File: src/rtl/farm_imem_loader.sv
// Framed byte-stream loader for the instruction memory; holds the core in reset until a verified image is in place.
// Optional inter-byte timeout: define FARM_LOADER_TIMEOUT_EN.
module farm_imem_loader #(
    parameter int         ADDR_W      = 8,
    parameter int         BASE_ADDR   = 0,
    parameter logic [7:0] MAGIC       = 8'hA5,
    parameter int         TIMEOUT_CYC = 1024
) (
    input  logic              clk,
    input  logic              rst_n,
    input  logic [7:0]        byte_data,
    input  logic              byte_valid,
    output logic              byte_ready,
    input  logic              restart,
    output logic              imem_we,
    output logic [ADDR_W-1:0] imem_addr,
    output logic [31:0]       imem_wdata,
    output logic              core_rst_n,
    output logic              done,
    output logic              error,
    output logic [1:0]        err_code,
    output logic [ADDR_W:0]   words_written
);

    typedef enum logic [2:0] {
        S_IDLE, S_CNT_LO, S_CNT_HI, S_DATA, S_CSUM, S_DONE, S_ERR
    } state_t;

    localparam logic [ADDR_W-1:0] BASE  = ADDR_W'(BASE_ADDR);
    localparam logic [31:0]       DEPTH = 32'(1) << ADDR_W;

    state_t            state_q, state_d;
    logic [15:0]       cnt_q, cnt_d;
    logic [7:0]        csum_q, csum_d;
    logic [23:0]       word_q, word_d;
    logic [1:0]        bidx_q, bidx_d;
    logic              we_q, we_d;
    logic [ADDR_W-1:0] addr_q, addr_d;
    logic [31:0]       wdata_q, wdata_d;
    logic [ADDR_W:0]   ww_q, ww_d;
    logic [1:0]        code_q, code_d;
    logic              ready_q, ready_d;
    logic              accept;
    logic [31:0]       n_words;

`ifdef FARM_LOADER_TIMEOUT_EN
    logic [31:0]       to_q, to_d;
`endif

    assign accept  = byte_valid & ready_q;
    assign n_words = {16'h0, byte_data, cnt_q[7:0]};

    always_comb begin
        state_d = state_q;
        cnt_d   = cnt_q;
        csum_d  = csum_q;
        word_d  = word_q;
        bidx_d  = bidx_q;
        we_d    = 1'b0;
        addr_d  = addr_q;
        wdata_d = wdata_q;
        ww_d    = ww_q;
        code_d  = code_q;

        // Address advances in the cycle after the strobe so the strobe sees BASE_ADDR+k.
        if (we_q) addr_d = addr_q + 1'b1;

        unique case (state_q)
            S_IDLE: begin
                if (accept && byte_data == MAGIC) begin
                    state_d = S_CNT_LO;
                    csum_d  = '0;
                    bidx_d  = '0;
                    ww_d    = '0;
                end
            end
            S_CNT_LO: begin
                if (accept) begin
                    cnt_d[7:0] = byte_data;
                    csum_d     = csum_q ^ byte_data;
                    state_d    = S_CNT_HI;
                end
            end
            S_CNT_HI: begin
                if (accept) begin
                    cnt_d[15:8] = byte_data;
                    csum_d      = csum_q ^ byte_data;
                    if (n_words > DEPTH) begin
                        state_d = S_ERR;
                        code_d  = 2'd2;
                    end else if (n_words == 32'd0) begin
                        state_d = S_CSUM;
                    end else begin
                        state_d = S_DATA;
                    end
                end
            end
            S_DATA: begin
                if (accept) begin
                    csum_d = csum_q ^ byte_data;
                    bidx_d = bidx_q + 1'b1;
                    unique case (bidx_q)
                        2'd0: word_d[7:0]   = byte_data;
                        2'd1: word_d[15:8]  = byte_data;
                        2'd2: word_d[23:16] = byte_data;
                        default: begin
                            we_d    = 1'b1;
                            wdata_d = {byte_data, word_q};
                            ww_d    = ww_q + 1'b1;
                            if (32'(ww_q) + 32'd1 == {16'h0, cnt_q}) state_d = S_CSUM;
                        end
                    endcase
                end
            end
            S_CSUM: begin
                if (accept) begin
                    if (byte_data == csum_q) begin
                        state_d = S_DONE;
                    end else begin
                        state_d = S_ERR;
                        code_d  = 2'd1;
                    end
                end
            end
            S_DONE, S_ERR: begin
                if (restart) begin
                    state_d = S_IDLE;
                    code_d  = '0;
                    addr_d  = BASE;
                end
            end
            default: state_d = S_IDLE;
        endcase

`ifdef FARM_LOADER_TIMEOUT_EN
        if (accept || state_q == S_IDLE || state_q == S_DONE || state_q == S_ERR) begin
            to_d = '0;
        end else begin
            to_d = to_q + 32'd1;
            if (to_d == 32'(TIMEOUT_CYC)) begin
                state_d = S_ERR;
                code_d  = 2'd3;
            end
        end
`endif

        ready_d = !(state_d == S_DONE || state_d == S_ERR);
    end

    always_ff @(posedge clk or negedge rst_n) begin
        if (!rst_n) begin
            state_q <= S_IDLE;
            cnt_q   <= '0;
            csum_q  <= '0;
            word_q  <= '0;
            bidx_q  <= '0;
            we_q    <= 1'b0;
            addr_q  <= BASE;
            wdata_q <= '0;
            ww_q    <= '0;
            code_q  <= '0;
            ready_q <= 1'b0;
        end else begin
            state_q <= state_d;
            cnt_q   <= cnt_d;
            csum_q  <= csum_d;
            word_q  <= word_d;
            bidx_q  <= bidx_d;
            we_q    <= we_d;
            addr_q  <= addr_d;
            wdata_q <= wdata_d;
            ww_q    <= ww_d;
            code_q  <= code_d;
            ready_q <= ready_d;
        end
    end

`ifdef FARM_LOADER_TIMEOUT_EN
    always_ff @(posedge clk or negedge rst_n) begin
        if (!rst_n) to_q <= '0;
        else        to_q <= to_d;
    end
`endif

    assign byte_ready    = ready_q;
    assign imem_we       = we_q;
    assign imem_addr     = addr_q;
    assign imem_wdata    = wdata_q;
    assign done          = (state_q == S_DONE);
    assign error         = (state_q == S_ERR);
    assign core_rst_n    = (state_q == S_DONE);
    assign err_code      = code_q;
    assign words_written = ww_q;

endmodule
File: config.mk
export PLATFORM = sky130hd
export DESIGN_NAME = farm_imem_loader
export DESIGN_NICKNAME = d
export VERILOG_FILES = /design/src/rtl/farm_imem_loader.sv
export SDC_FILE = /design/constraint.sdc
export NUM_CORES = 1
export LEC_CHECK = 0
export ABC_AREA = 1
export BUFFER_PORTS_ARGS = -buffer_cell sky130_fd_sc_hd__clkbuf_2
export CAP_MARGIN = 20
export CELL_PAD_IN_SITES_DETAIL_PLACEMENT = 0
export CELL_PAD_IN_SITES_GLOBAL_PLACEMENT = 1
export CORE_MARGIN = 8
export CORE_UTILIZATION = 45
export DETAILED_ROUTE_END_ITERATION = 10
export HOLD_SLACK_MARGIN = 0.02
export PLACE_DENSITY_LB_ADDON = 0.12
export SLEW_MARGIN = 20
export SYNTH_ARGS = -nofsm -noshare
export SYNTH_HDL_FRONTEND = slang
export SYNTH_SLANG_ARGS = --single-unit
File: constraint.sdc
create_clock -name clk -period 3.15 [get_ports clk]
set_input_delay 0.315 -clock clk [delete_from_list [all_inputs] [get_ports clk]]
set_output_delay 0.315 -clock clk [all_outputs]
set_load 0.05 [all_outputs]
==> reports/results.tsv, run 1 <==
metric	value	unit
result of the run	complete, no violations	
floorplan row count	38	
Crit path arrival time	2.42	ns
largest driver fanout on the critical path	25	
antenna cell count	0	
starting DRC count in detailed routing	234	
number of sinks on the clock net	106	
share of post-route cells with drive strength above 1	14.8	%
share of flip-flops with an asynchronous set or reset after synthesis	100	%
maximum clock path buffer count	2	
hold buffers post-CTS	1	
endpoint class of the critical path	register	
total of warnings raised by yosys	0	
syn avg cell area	8.18	sq um
post-synthesis sequential area ratio	54.3	%
end of the worst hold path	cnt_q[7]	
dominant synthesized flop cell	sky130_fd_sc_hd__dfrtp_1	
final RePlAce weighted congestion	0.879	
Layout Skew	0.00666	ns
largest net degree at the start of global routing	59	
final antenna-violating net count	0	
area of all sequential standard cells	2650	sq um
core area	10700	sq um
count of pins on the block boundary	68	
post-CTS sizing	0	
WL per Instance	14.2	um
number of synthesized flops with an enable pin	0	
number of setup buffers added after CTS	0	
gate count of the mapped netlist	597	
number of nets in the finished design	682	
FF-to-FF setup slack	1.04	ns
Post-Place Worst Slack	0.962	ns
setup repair after global routing missed its margin	no	
Reg2Reg Capture Point	imem_wdata[19]	
top cell type's share of synthesized area	54.3	%
required time of the critical path	3.46	ns
worst slew margin relative to its limit	52.0	%
via count of the first global-routing pass	3915	
Die Span X	120	um
number of hold violations in the final report	0	
Register-to-Register Path Depth	9	
fraction of met3 tracks used by global routing	2.68	%
Inserted Clock Buffers	9	
post-synthesis cell type with the largest combined area	sky130_fd_sc_hd__dfrtp_1	
count leader, synth	sky130_fd_sc_hd__nand2_1	
die outline area	14400	sq um
leading post-synthesis cells by cell area	sky130_fd_sc_hd__dfrtp_1 54%, sky130_fd_sc_hd__nand2_1 17%, sky130_fd_sc_hd__o21ai_0 7.8%	
Final HPWL DP	8250	um
Skew-Pair Late Insertion Delay	0.36	ns
FF+latch count, synth	106	
Hold Path Depth	3	
final worst path period need	2.11	ns
post-DR vias/cell	4.82	
synthesis-to-layout area growth	13.0	%
final clock period utilization by the worst path	66.9	%
net switching power	1.32	mW
summed instance area of the synthesized netlist	4880	sq um
Setup TNS	0	ns
# DRC	0	
clock transition at the registers of the reported paths	0.10	ns
Worst Min Path Start	byte_data[7]	
met2 GRT Util	26.9	%
worst-margin pin slew	0.715	ns
overall routed net length	11500	um
antenna violations before repair	0	
worst vdd rail ir drop	0.000338	V
Multi-input gate area	1920	sq um
buffer type at the clock tree root	sky130_fd_sc_hd__clkbuf_8	
count of unique library cells instantiated by Yosys	31	
CTS H-Tree Depth	3	
Gate power share	28.1	%
Worst setup SP type	register	
Crit Reg-Reg Startpoint	state_q[2]	
Overflow after GRT	0	
first-pass GRT wire length	19300	um
total number of vias	3901	
areal power density over the cells	645	nW/um^2
global route hottest layer	met2	
count of port buffers added during placement	67	
# setup viols final	0	
design internal power	2.24	mW
power share of the sequential group	49.9	%
met1 demand-to-capacity share in global routing	21.4	%
Leakage Power	2.85	nW
Maximum Capacitance Violations	0	
number of search-and-repair iterations in the first detailed-routing pass	4	
most common library cells after synthesis	215 x sky130_fd_sc_hd__nand2_1, 106 x sky130_fd_sc_hd__dfrtp_1, 76 x sky130_fd_sc_hd__o21ai_0	
worst setup path category	reg -> reg	
starting density of the core	45.6	%
final-report max-slew violation count	0	
share of power burned in the clock network	22.0	%
Fmax achieved	0.475	GHz
Switching Share	37.1	%
TritonCTS clock tree	done	
global routing usage summed across all routing layers	16.6	%
Final Worst Setup Slack	1.04	ns
final core utilization	51.6	%
number of nets in the synthesized netlist	615	
worst hold path class	in -> reg	
Filler Cells Inserted	1082	
die outline height	120	um
## per-layer routing
metal / share of wire (%) / wire length [um] / up-vias
met1: 47 / 5440 / 1804
met2: 47 / 5420 / 63
met3: 3.4 / 395 / 15
met4: 2.1 / 237 / 0
li1: - / - / 2019
met5: 0 / 0 / -
## flip-flops by register name, indices dropped and copies added, names as in the netlist
register       flops
bidx_q             2
byte_ready         1
cnt_q             16
csum_q             8
err_code           2
imem_addr          8
imem_wdata        32
imem_we            1
state_q            3
word_q            24
words_written      9
## layout make-up
cell class                 instances  share of cell area [%]
timing repair buffer              71                    6.94
clock inverter                     5                   0.703
multi-input combinational        421                    34.7
clock buffer                      11                    2.56
inverter                          55                    3.83
tap                              140                    3.17
sequential                       106                    48.1
## kinds of logic after synthesis
| group | count (synthesis) | synth area share, % |
|---|---|---|
| flops | 106 | 54.3 |
| simple gates | 314 | 26.4 |
| buf+inv | 70 | 6.41 |
| fa+ha+maj | 6 | 1.54 |
| compound gates | 91 | 9.51 |
| xor+xnor | 10 | 1.79 |
## cell usage in the layout (no fill, tap or decap), types with 2 or more instances in the layout
master | Yosys | layout
sky130_fd_sc_hd__nand3_1 | 32 | 32
sky130_fd_sc_hd__inv_2 | 2 | 2
sky130_fd_sc_hd__dfrtp_1 | 106 | 106
sky130_fd_sc_hd__nor2_1 | 45 | 45
sky130_fd_sc_hd__inv_1 | 52 | 52
sky130_fd_sc_hd__clkbuf_8 | 0 | 10
sky130_fd_sc_hd__nor2_2 | 2 | 2
sky130_fd_sc_hd__nor3_1 | 2 | 2
sky130_fd_sc_hd__nand4_1 | 7 | 7
sky130_fd_sc_hd__xnor2_1 | 9 | 9
sky130_fd_sc_hd__nand3_2 | 2 | 2
sky130_fd_sc_hd__a21oi_1 | 10 | 10
sky130_fd_sc_hd__buf_4 | 2 | 3
sky130_fd_sc_hd__clkbuf_2 | 0 | 66
sky130_fd_sc_hd__clkinv_4 | 1 | 3
sky130_fd_sc_hd__nand2_1 | 215 | 215
sky130_fd_sc_hd__o21ai_1 | 2 | 2
sky130_fd_sc_hd__o21ai_0 | 76 | 76
sky130_fd_sc_hd__nand2_2 | 3 | 3
sky130_fd_sc_hd__ha_1 | 6 | 6
## stage by stage
stage                     power, mW  hold WS, ns  cells  instance area [sq um]
after floorplan                2.53       0.0194    597                   4880
after global placement         2.79        0.393    792                   5330
after detailed placement       2.80        0.399    792                   5330
after CTS                      3.60        0.244    809                   5520
after global routing           3.84        0.278    809                   5520
final                          3.56        0.272    809                   5520
## power groups by stage
stage                     clock network (mW)  logic (mW)  registers (mW)
final                                  0.785       0.999            1.78
after detailed placement                   0        1.00            1.80
after CTS                              0.814        1.01            1.77
after floorplan                            0       0.639            1.89
after global placement                     0       0.994            1.79
after global routing                   0.872        1.16            1.81
## worst max-delay path, cell delays in order (launching register included)
cell                      delay (ns)
sky130_fd_sc_hd__dfrtp_1        0.47
sky130_fd_sc_hd__inv_1          0.19
sky130_fd_sc_hd__nand3_1        0.11
sky130_fd_sc_hd__nor3_2         0.25
sky130_fd_sc_hd__inv_2          0.13
sky130_fd_sc_hd__o21ai_2        0.10
sky130_fd_sc_hd__nand2_2        0.22
sky130_fd_sc_hd__inv_2          0.38
sky130_fd_sc_hd__nand2_1        0.12
sky130_fd_sc_hd__nand2_1        0.08
## how the worst max path moves through the flow
stage	startpoint	to	slack, ns	cells after the start
final	state_q[2]	imem_wdata[19]	1.04	9
after global placement	byte_data[1]	imem_wdata[3]	1.02	10
after floorplan	words_written[0]	byte_ready	1.02	12
after global routing	state_q[2]	imem_wdata[23]	0.83	9
after CTS	state_q[2]	imem_wdata[8]	1.02	9
after detailed placement	byte_data[1]	imem_wdata[19]	0.96	10
Note: power is estimated with default switching activity, not from simulation.
==> run 2: changes to the inputs <==
--- a/config.mk
+++ b/config.mk
@@ -11,7 +11,7 @@
 export CELL_PAD_IN_SITES_DETAIL_PLACEMENT = 0
 export CELL_PAD_IN_SITES_GLOBAL_PLACEMENT = 1
 export CORE_MARGIN = 8
-export CORE_UTILIZATION = 45
+export CORE_UTILIZATION = 43
 export DETAILED_ROUTE_END_ITERATION = 10
 export HOLD_SLACK_MARGIN = 0.02
 export PLACE_DENSITY_LB_ADDON = 0.12
==> constraint.sdc (replaced) <==
create_clock -name clk -period 2.1 [get_ports clk]
set_input_delay 0.21 -clock clk [delete_from_list [all_inputs] [get_ports clk]]
set_output_delay 0.21 -clock clk [all_outputs]
set_load 0.05 [all_outputs]
==> reports/results.tsv, run 2 (synthesis results as in run 1) <==
metric	value	unit	change
commonest non-fill, non-tap cell in the layout	sky130_fd_sc_hd__nand2_1		unchanged
number of search-and-repair iterations in the first detailed-routing pass	4		unchanged
longest individual stage delay on the worst path	0.45	ns	was 0.47 ns
end of the worst hold path	cnt_q[9]		was cnt_q[7]
final cell count without fillers	826		was 809
number of nets in the finished design	696		was 682
total number of vias	4051		was 3901
Maximum Capacitance Violations	0		unchanged
worst setup path category	reg -> reg		unchanged
overall routed net length	11900	um	was 11500 um
Crit path arrival time	2.08	ns	was 2.42 ns
via count of the first global-routing pass	3870		was 3915
result of the run	complete, no violations		unchanged
leading cell types in the layout, fill and taps excluded	215 x sky130_fd_sc_hd__nand2_1, 104 x sky130_fd_sc_hd__dfrtp_1, 75 x sky130_fd_sc_hd__o21ai_0, 66 x sky130_fd_sc_hd__clkbuf_2, 52 x sky130_fd_sc_hd__inv_1		was 215 x sky130_fd_sc_hd__nand2_1, 106 x sky130_fd_sc_hd__dfrtp_1, 76 x sky130_fd_sc_hd__o21ai_0, 66 x sky130_fd_sc_hd__clkbuf_2, 52 x sky130_fd_sc_hd__inv_1
starting DRC count in detailed routing	236		was 234
final clock period utilization by the worst path	88.0	%	was 66.9%
Skew-Pair Late Insertion Delay	0.35	ns	was 0.36 ns
required time of the critical path	2.33	ns	was 3.46 ns
global routing usage summed across all routing layers	16.9	%	was 16.6%
worst-margin pin slew	0.719	ns	was 0.715 ns
number of hold violations in the final report	0		unchanged
count of port buffers added during placement	67		unchanged
Crit-path slowest cell	sky130_fd_sc_hd__dfrtp_2		was sky130_fd_sc_hd__dfrtp_1
Worst Min Path Start	byte_data[1]		was byte_data[7]
antenna cell count	0		unchanged
worst hold path class	in -> reg		unchanged
final core utilization	51.1	%	was 51.6%
core area	11300	sq um	was 10700 sq um
antenna violations before repair	0		unchanged
die outline height	123	um	was 120 um
number of sinks on the clock net	106		unchanged
WL per Instance	14.4	um	was 14.2 um
final RePlAce weighted congestion	0.818		was 0.879
max reg flops	32		unchanged
Layout Skew	0.00961	ns	was 0.00666 ns
Register-to-Register Path Depth	14		was 9
die outline area	15000	sq um	was 14400 sq um
count of pins on the block boundary	68		unchanged
# DRC	0		unchanged
gate family responsible for the most delay along the worst path	simple AND/OR/NAND/NOR gates		unchanged
worst slew margin relative to its limit	51.8	%	was 52.0%
endpoint class of the critical path	register		unchanged
Inserted Clock Buffers	9		unchanged
areal power density over the cells	1020	nW/um^2	was 645 nW/um^2
final antenna-violating net count	0		unchanged
share of post-route cells with drive strength above 1	17.0	%	was 14.8%
Setup TNS	0	ns	unchanged
Fmax achieved	0.541	GHz	was 0.475 GHz
Reg2Reg Capture Point	byte_ready		was imem_wdata[19]
largest net degree at the start of global routing	44		was 59
final-report max-slew violation count	0		unchanged
buffer type at the clock tree root	sky130_fd_sc_hd__clkbuf_16		was sky130_fd_sc_hd__clkbuf_8
Worst setup SP type	register		unchanged
# setup viols final	0		unchanged
first-pass GRT wire length	19800	um	was 19300 um
FF-to-FF setup slack	0.25	ns	was 1.04 ns
synthesis-to-layout area growth	18.0	%	was 13.0%
final-layout worst hold slack	0.162	ns	was 0.272 ns
Final HPWL DP	8730	um	was 8250 um
floorplan row count	39		was 38
clock transition at the registers of the reported paths	0.07	ns	was 0.10 ns
Placed Cells	808		was 792
Cell Chain, Critical Path	ha_2, inv_1, nand2_1, nand2_1, nor2_1, nand3_1, nor2_1, nand2_1, nor2_2, nand3_1, nand2_2, nand3_1, nand2_1, nand2_1		was inv_1, nand3_1, nor3_2, inv_2, o21ai_2, nand2_2, inv_2, nand2_1, nand2_1
Die Span X	123	um	was 120 um
worst vdd rail ir drop	0.000567	V	was 0.000338 V
final worst path period need	1.85	ns	was 2.11 ns
Hold Path Depth	3		unchanged
most frequent cell on the critical path	sky130_fd_sc_hd__nand2_1		
maximum clock path buffer count	2		unchanged
Bufs and invs on worst path	1		was 3
Overflow after GRT	0		unchanged
total chip power	5.90	mW	was 3.56 mW
Leakage Power	2.97	nW	was 2.85 nW
setup repair after global routing missed its margin	no		unchanged
CTS H-Tree Depth	3		unchanged
starting density of the core	43.3	%	was 45.6%
TritonCTS clock tree	done		unchanged
largest driver fanout on the critical path	6		was 25
Crit Reg-Reg Startpoint	words_written[0]		was state_q[2]
post-DR vias/cell	4.90		was 4.82
-- run 2: cell count changes in the layout (fill, tap and decap cells not counted), moves of 2 or more --
cell / before / now
sky130_fd_sc_hd__buf_4: 3 / 16
sky130_fd_sc_hd__clkbuf_16: 0 / 9
sky130_fd_sc_hd__clkbuf_8: 10 / 1
sky130_fd_sc_hd__clkinv_4: 3 / 1
sky130_fd_sc_hd__dfrtp_1: 106 / 104
sky130_fd_sc_hd__dfrtp_2: 0 / 2
-- run 2: worst max path at each step --
stage | from | endpoint | slack [ns] | cells past startpoint
finish | words_written[0] | byte_ready | 0.25 | 14
global route | state_q[0] | imem_wdata[10] | 0.03 | 9
CTS | words_written[0] | byte_ready | 0.17 | 12
detailed placement | words_written[0] | byte_ready | 0.19 | 12
global placement | words_written[0] | byte_ready | 0.22 | 12
floorplan | words_written[1] | byte_ready | 0.006 | 12
-- run 2: timing repair --
| item | in CTS | in global routing |
|---|---|---|
| hold endpoints to repair | 20 | 0 |
| hold buffers | 1 | 0 |
| gates resized for setup | 0 | 4 |
| buffers inserted | 0 | 1 |
| endpoints found under the setup margin | 0 | 1 |
-- run 2: stage by stage --
step	worst slack, ns	instance area, sq um
3_3_place_gp	0.220	5440
2_1_floorplan	0.00625	4880
6_report	0.252	5760
3_5_place_dp	0.189	5440
5_1_grt	0.0301	5760
4_1_cts	0.168	5750
-- run 2: report_power, final --
group          total, mW  switching, mW  internal (mW)
sequential          2.67          0.256           2.41
clock               1.69          0.734          0.959
combinational       1.54           1.05          0.495
-- run 2: metal layers --
layer / GRT usage, % / part of all wire (%) / routed length (um) / up-vias
met5: 0 / 0 / 0 / -
met4: 6.17 / 1.6 / 187 / 0
met3: 3.17 / 3.9 / 462 / 13
met2: 28.1 / 48 / 5730 / 75
met1: 21.7 / 46 / 5530 / 1909
li1: - / - / - / 2054
-- run 2: layout make-up --
type | instances | area [sq um]
multi-input cells | 421 | 1920
clock buffers | 12 | 246
well taps | 143 | 179
inverters | 55 | 211
flip-flops and latches | 106 | 2660
fillers | 1125 | 5510
clock inverters | 4 | 48.8
repair buffers | 85 | 500
-- run 2: tightest hold or removal path, stage by stage --
cell	delay (ns)
sky130_fd_sc_hd__clkbuf_2	0.14
sky130_fd_sc_hd__nand2_1	0.06
sky130_fd_sc_hd__o21ai_0	0.06
==> run 3: changes to the inputs <==
--- a/config.mk
+++ b/config.mk
@@ -11,10 +11,11 @@
 export CELL_PAD_IN_SITES_DETAIL_PLACEMENT = 0
 export CELL_PAD_IN_SITES_GLOBAL_PLACEMENT = 1
 export CORE_MARGIN = 8
-export CORE_UTILIZATION = 43
+export CORE_UTILIZATION = 45
 export DETAILED_ROUTE_END_ITERATION = 10
 export HOLD_SLACK_MARGIN = 0.02
 export PLACE_DENSITY_LB_ADDON = 0.12
+export RECOVER_POWER = 50
 export SLEW_MARGIN = 20
 export SYNTH_ARGS = -nofsm -noshare
 export SYNTH_HDL_FRONTEND = slang
==> constraint.sdc (replaced) <==
create_clock -name clk -period 2.3 [get_ports clk]
set_input_delay 0.23 -clock clk [delete_from_list [all_inputs] [get_ports clk]]
set_output_delay 0.23 -clock clk [all_outputs]
set_load 0.05 [all_outputs]
==> reports/results.tsv, run 3 (synthesis results as in run 1) <==
metric	value	unit	change
Worst setup SP type	register		unchanged
number of search-and-repair iterations in the first detailed-routing pass	4		unchanged
Layout Skew	0.0109	ns	was 0.00961 ns
via count of the first global-routing pass	4024		was 3870
maximum clock path buffer count	2		unchanged
Crit path arrival time	2.24	ns	was 2.08 ns
CTS H-Tree Depth	3		unchanged
setup repair after global routing missed its margin	no		unchanged
Die Span X	120	um	was 123 um
Leakage Power	2.79	nW	was 2.97 nW
number of setup buffers added after CTS	0		unchanged
share of post-route cells with drive strength above 1	11.2	%	was 17.0%
count of pins on the block boundary	68		unchanged
worst-margin pin slew	0.866	ns	was 0.719 ns
# DRC	0		unchanged
largest driver fanout on the critical path	9		was 6
final worst path period need	1.97	ns	was 1.85 ns
Fmax achieved	0.507	GHz	was 0.541 GHz
met1 demand-to-capacity share in global routing	22.3	%	was 21.7%
Filler Cells Inserted	1083		was 1125
total chip power	5.02	mW	was 5.90 mW
buffer type at the clock tree root	sky130_fd_sc_hd__clkbuf_8		was sky130_fd_sc_hd__clkbuf_16
max reg flops	32		unchanged
Skew-Pair Late Insertion Delay	0.38	ns	was 0.35 ns
WL per Instance	14.5	um	was 14.4 um
result of the run	complete, no violations		unchanged
number of nets in the finished design	690		was 696
final antenna-violating net count	0		unchanged
worst hold path class	in -> reg		unchanged
FF-to-FF setup slack	0.33	ns	was 0.25 ns
Inserted Clock Buffers	9		unchanged
antenna violations before repair	0		unchanged
Register-to-Register Path Depth	14		unchanged
clock transition at the registers of the reported paths	0.10	ns	was 0.07 ns
final RePlAce weighted congestion	0.888		was 0.818
worst slew margin relative to its limit	42.2	%	was 51.8%
areal power density over the cells	906	nW/um^2	was 1020 nW/um^2
die outline area	14400	sq um	was 15000 sq um
# setup viols final	0		unchanged
met2 GRT Util	28.6	%	was 28.1%
commonest non-fill, non-tap cell in the layout	sky130_fd_sc_hd__nand2_1		unchanged
post-DR vias/cell	4.91		was 4.90
startpoint of the most critical setup path	words_written[0]		unchanged
largest net degree at the start of global routing	43		was 44
die outline height	120	um	was 123 um
final clock period utilization by the worst path	85.7	%	was 88.0%
end of the worst hold path	cnt_q[6]		was cnt_q[9]
worst setup path category	reg -> reg		unchanged
overall routed net length	11800	um	was 11900 um
number of hold violations in the final report	0		unchanged
global route hottest layer	met2		unchanged
Overflow after GRT	0		unchanged
core area	10700	sq um	was 11300 sq um
Crit Reg-Reg Startpoint	words_written[0]		unchanged
leading cell types in the layout, fill and taps excluded	215 x sky130_fd_sc_hd__nand2_1, 106 x sky130_fd_sc_hd__dfrtp_1, 75 x sky130_fd_sc_hd__o21ai_0, 52 x sky130_fd_sc_hd__inv_1, 45 x sky130_fd_sc_hd__nor2_1		was 215 x sky130_fd_sc_hd__nand2_1, 104 x sky130_fd_sc_hd__dfrtp_1, 75 x sky130_fd_sc_hd__o21ai_0, 66 x sky130_fd_sc_hd__clkbuf_2, 52 x sky130_fd_sc_hd__inv_1
Hold Path Depth	3		unchanged
total number of vias	4014		was 4051
Maximum Capacitance Violations	0		unchanged
starting density of the core	45.6	%	was 43.3%
Reg2Reg Capture Point	byte_ready		unchanged
starting DRC count in detailed routing	223		was 236
synthesis-to-layout area growth	13.6	%	was 18.0%
count of port buffers added during placement	67		unchanged
Final HPWL DP	8600	um	was 8730 um
TritonCTS clock tree	done		unchanged
first-pass GRT wire length	20100	um	was 19800 um
number of sinks on the clock net	106		unchanged
required time of the critical path	2.57	ns	was 2.33 ns
final-report max-slew violation count	0		unchanged
global routing usage summed across all routing layers	17.2	%	was 16.9%
floorplan row count	38		was 39
antenna cell count	0		unchanged
Worst Min Path Start	byte_data[6]		was byte_data[1]
endpoint class of the critical path	register		unchanged
fraction of met3 tracks used by global routing	2.82	%	was 3.17%
worst vdd rail ir drop	0.000530	V	was 0.000567 V
Setup TNS	0	ns	unchanged
==> run 3: changes by cell type in the layout (fill, tap and decap cells not counted), moves of 2 or more <==
cell / before / now
sky130_fd_sc_hd__clkbuf_2: 66 / 39
sky130_fd_sc_hd__clkbuf_16: 9 / 0
sky130_fd_sc_hd__dfrtp_1: 104 / 106
sky130_fd_sc_hd__clkbuf_8: 1 / 9
sky130_fd_sc_hd__dfrtp_2: 2 / 0
sky130_fd_sc_hd__buf_4: 16 / 8
sky130_fd_sc_hd__clkbuf_1: 2 / 32
sky130_fd_sc_hd__inv_6: 1 / 3
==> run 3: routing by layer <==
layer,up-vias,wire (um),part of all wire (%)
li1,2041,-,-
met1,1883,5530,47
met2,75,5640,48
met3,15,485,4.1
met4,0,189,1.6
met5,-,0,0
==> run 3: power breakdown <==
part | switching, mW | total (mW) | internal, mW
registers | 0.235 | 2.44 | 2.20
logic | 0.960 | 1.40 | 0.437
clock network | 0.674 | 1.19 | 0.516
==> run 3: worst max-delay path by stage <==
stage,to,slack [ns]
3_5_place_dp,byte_ready,0.32
4_1_cts,byte_ready,0.29
6_report,byte_ready,0.33
2_1_floorplan,byte_ready,0.17
5_1_grt,byte_ready,0.05
3_3_place_gp,byte_ready,0.38
==> run 3: layout make-up <==
cell class / instances / area, sq um / area share [%]
Multi-Input combinational cell: 421 / 1920 / 34.5
Sequential cell: 106 / 2650 / 47.8
Tap cell: 140 / 175 / 3.16
Clock buffer: 11 / 131 / 2.37
Clock inverter: 5 / 61.3 / 1.11
Inverter: 55 / 211 / 3.81
Timing Repair Buffer: 79 / 398 / 7.18
==> run 3: repair_timing <==
action                                  4_1_cts  5_1_grt
resized for setup                             0        1
hold buffers                                  1        0
endpoints found under the hold margin        31        0
endpoints found under the setup margin        0        1
==> run 3: critical path: stages (launching register included) <==
cell	delay [ns]
sky130_fd_sc_hd__dfrtp_1	0.50
sky130_fd_sc_hd__ha_1	0.27
sky130_fd_sc_hd__nand3_1	0.16
sky130_fd_sc_hd__nand2_1	0.13
sky130_fd_sc_hd__nand2_1	0.09
sky130_fd_sc_hd__nand2_1	0.06
sky130_fd_sc_hd__nand2_1	0.05
sky130_fd_sc_hd__inv_1	0.04
sky130_fd_sc_hd__nand2_1	0.05
sky130_fd_sc_hd__nor2_1	0.14
sky130_fd_sc_hd__nand3_1	0.11
sky130_fd_sc_hd__nand2_2	0.09
sky130_fd_sc_hd__nand3_1	0.07
sky130_fd_sc_hd__nand2_1	0.07
sky130_fd_sc_hd__nand2_1	0.05
==> run 3: per-stage QoR <==
step / hold WS (ns) / utilization, % / std cells / setup slack, ns / area, sq um
finish: 0.151 / 51.8 / 817 / 0.328 / 5550
global route: 0.167 / 51.8 / 817 / 0.0512 / 5550
CTS: 0.152 / 52.3 / 817 / 0.285 / 5590
detailed placement: 0.205 / 50.4 / 800 / 0.322 / 5390
global placement: 0.207 / 50.4 / 800 / 0.378 / 5390
floorplan: -0.0656 / - / 597 / 0.165 / 4880
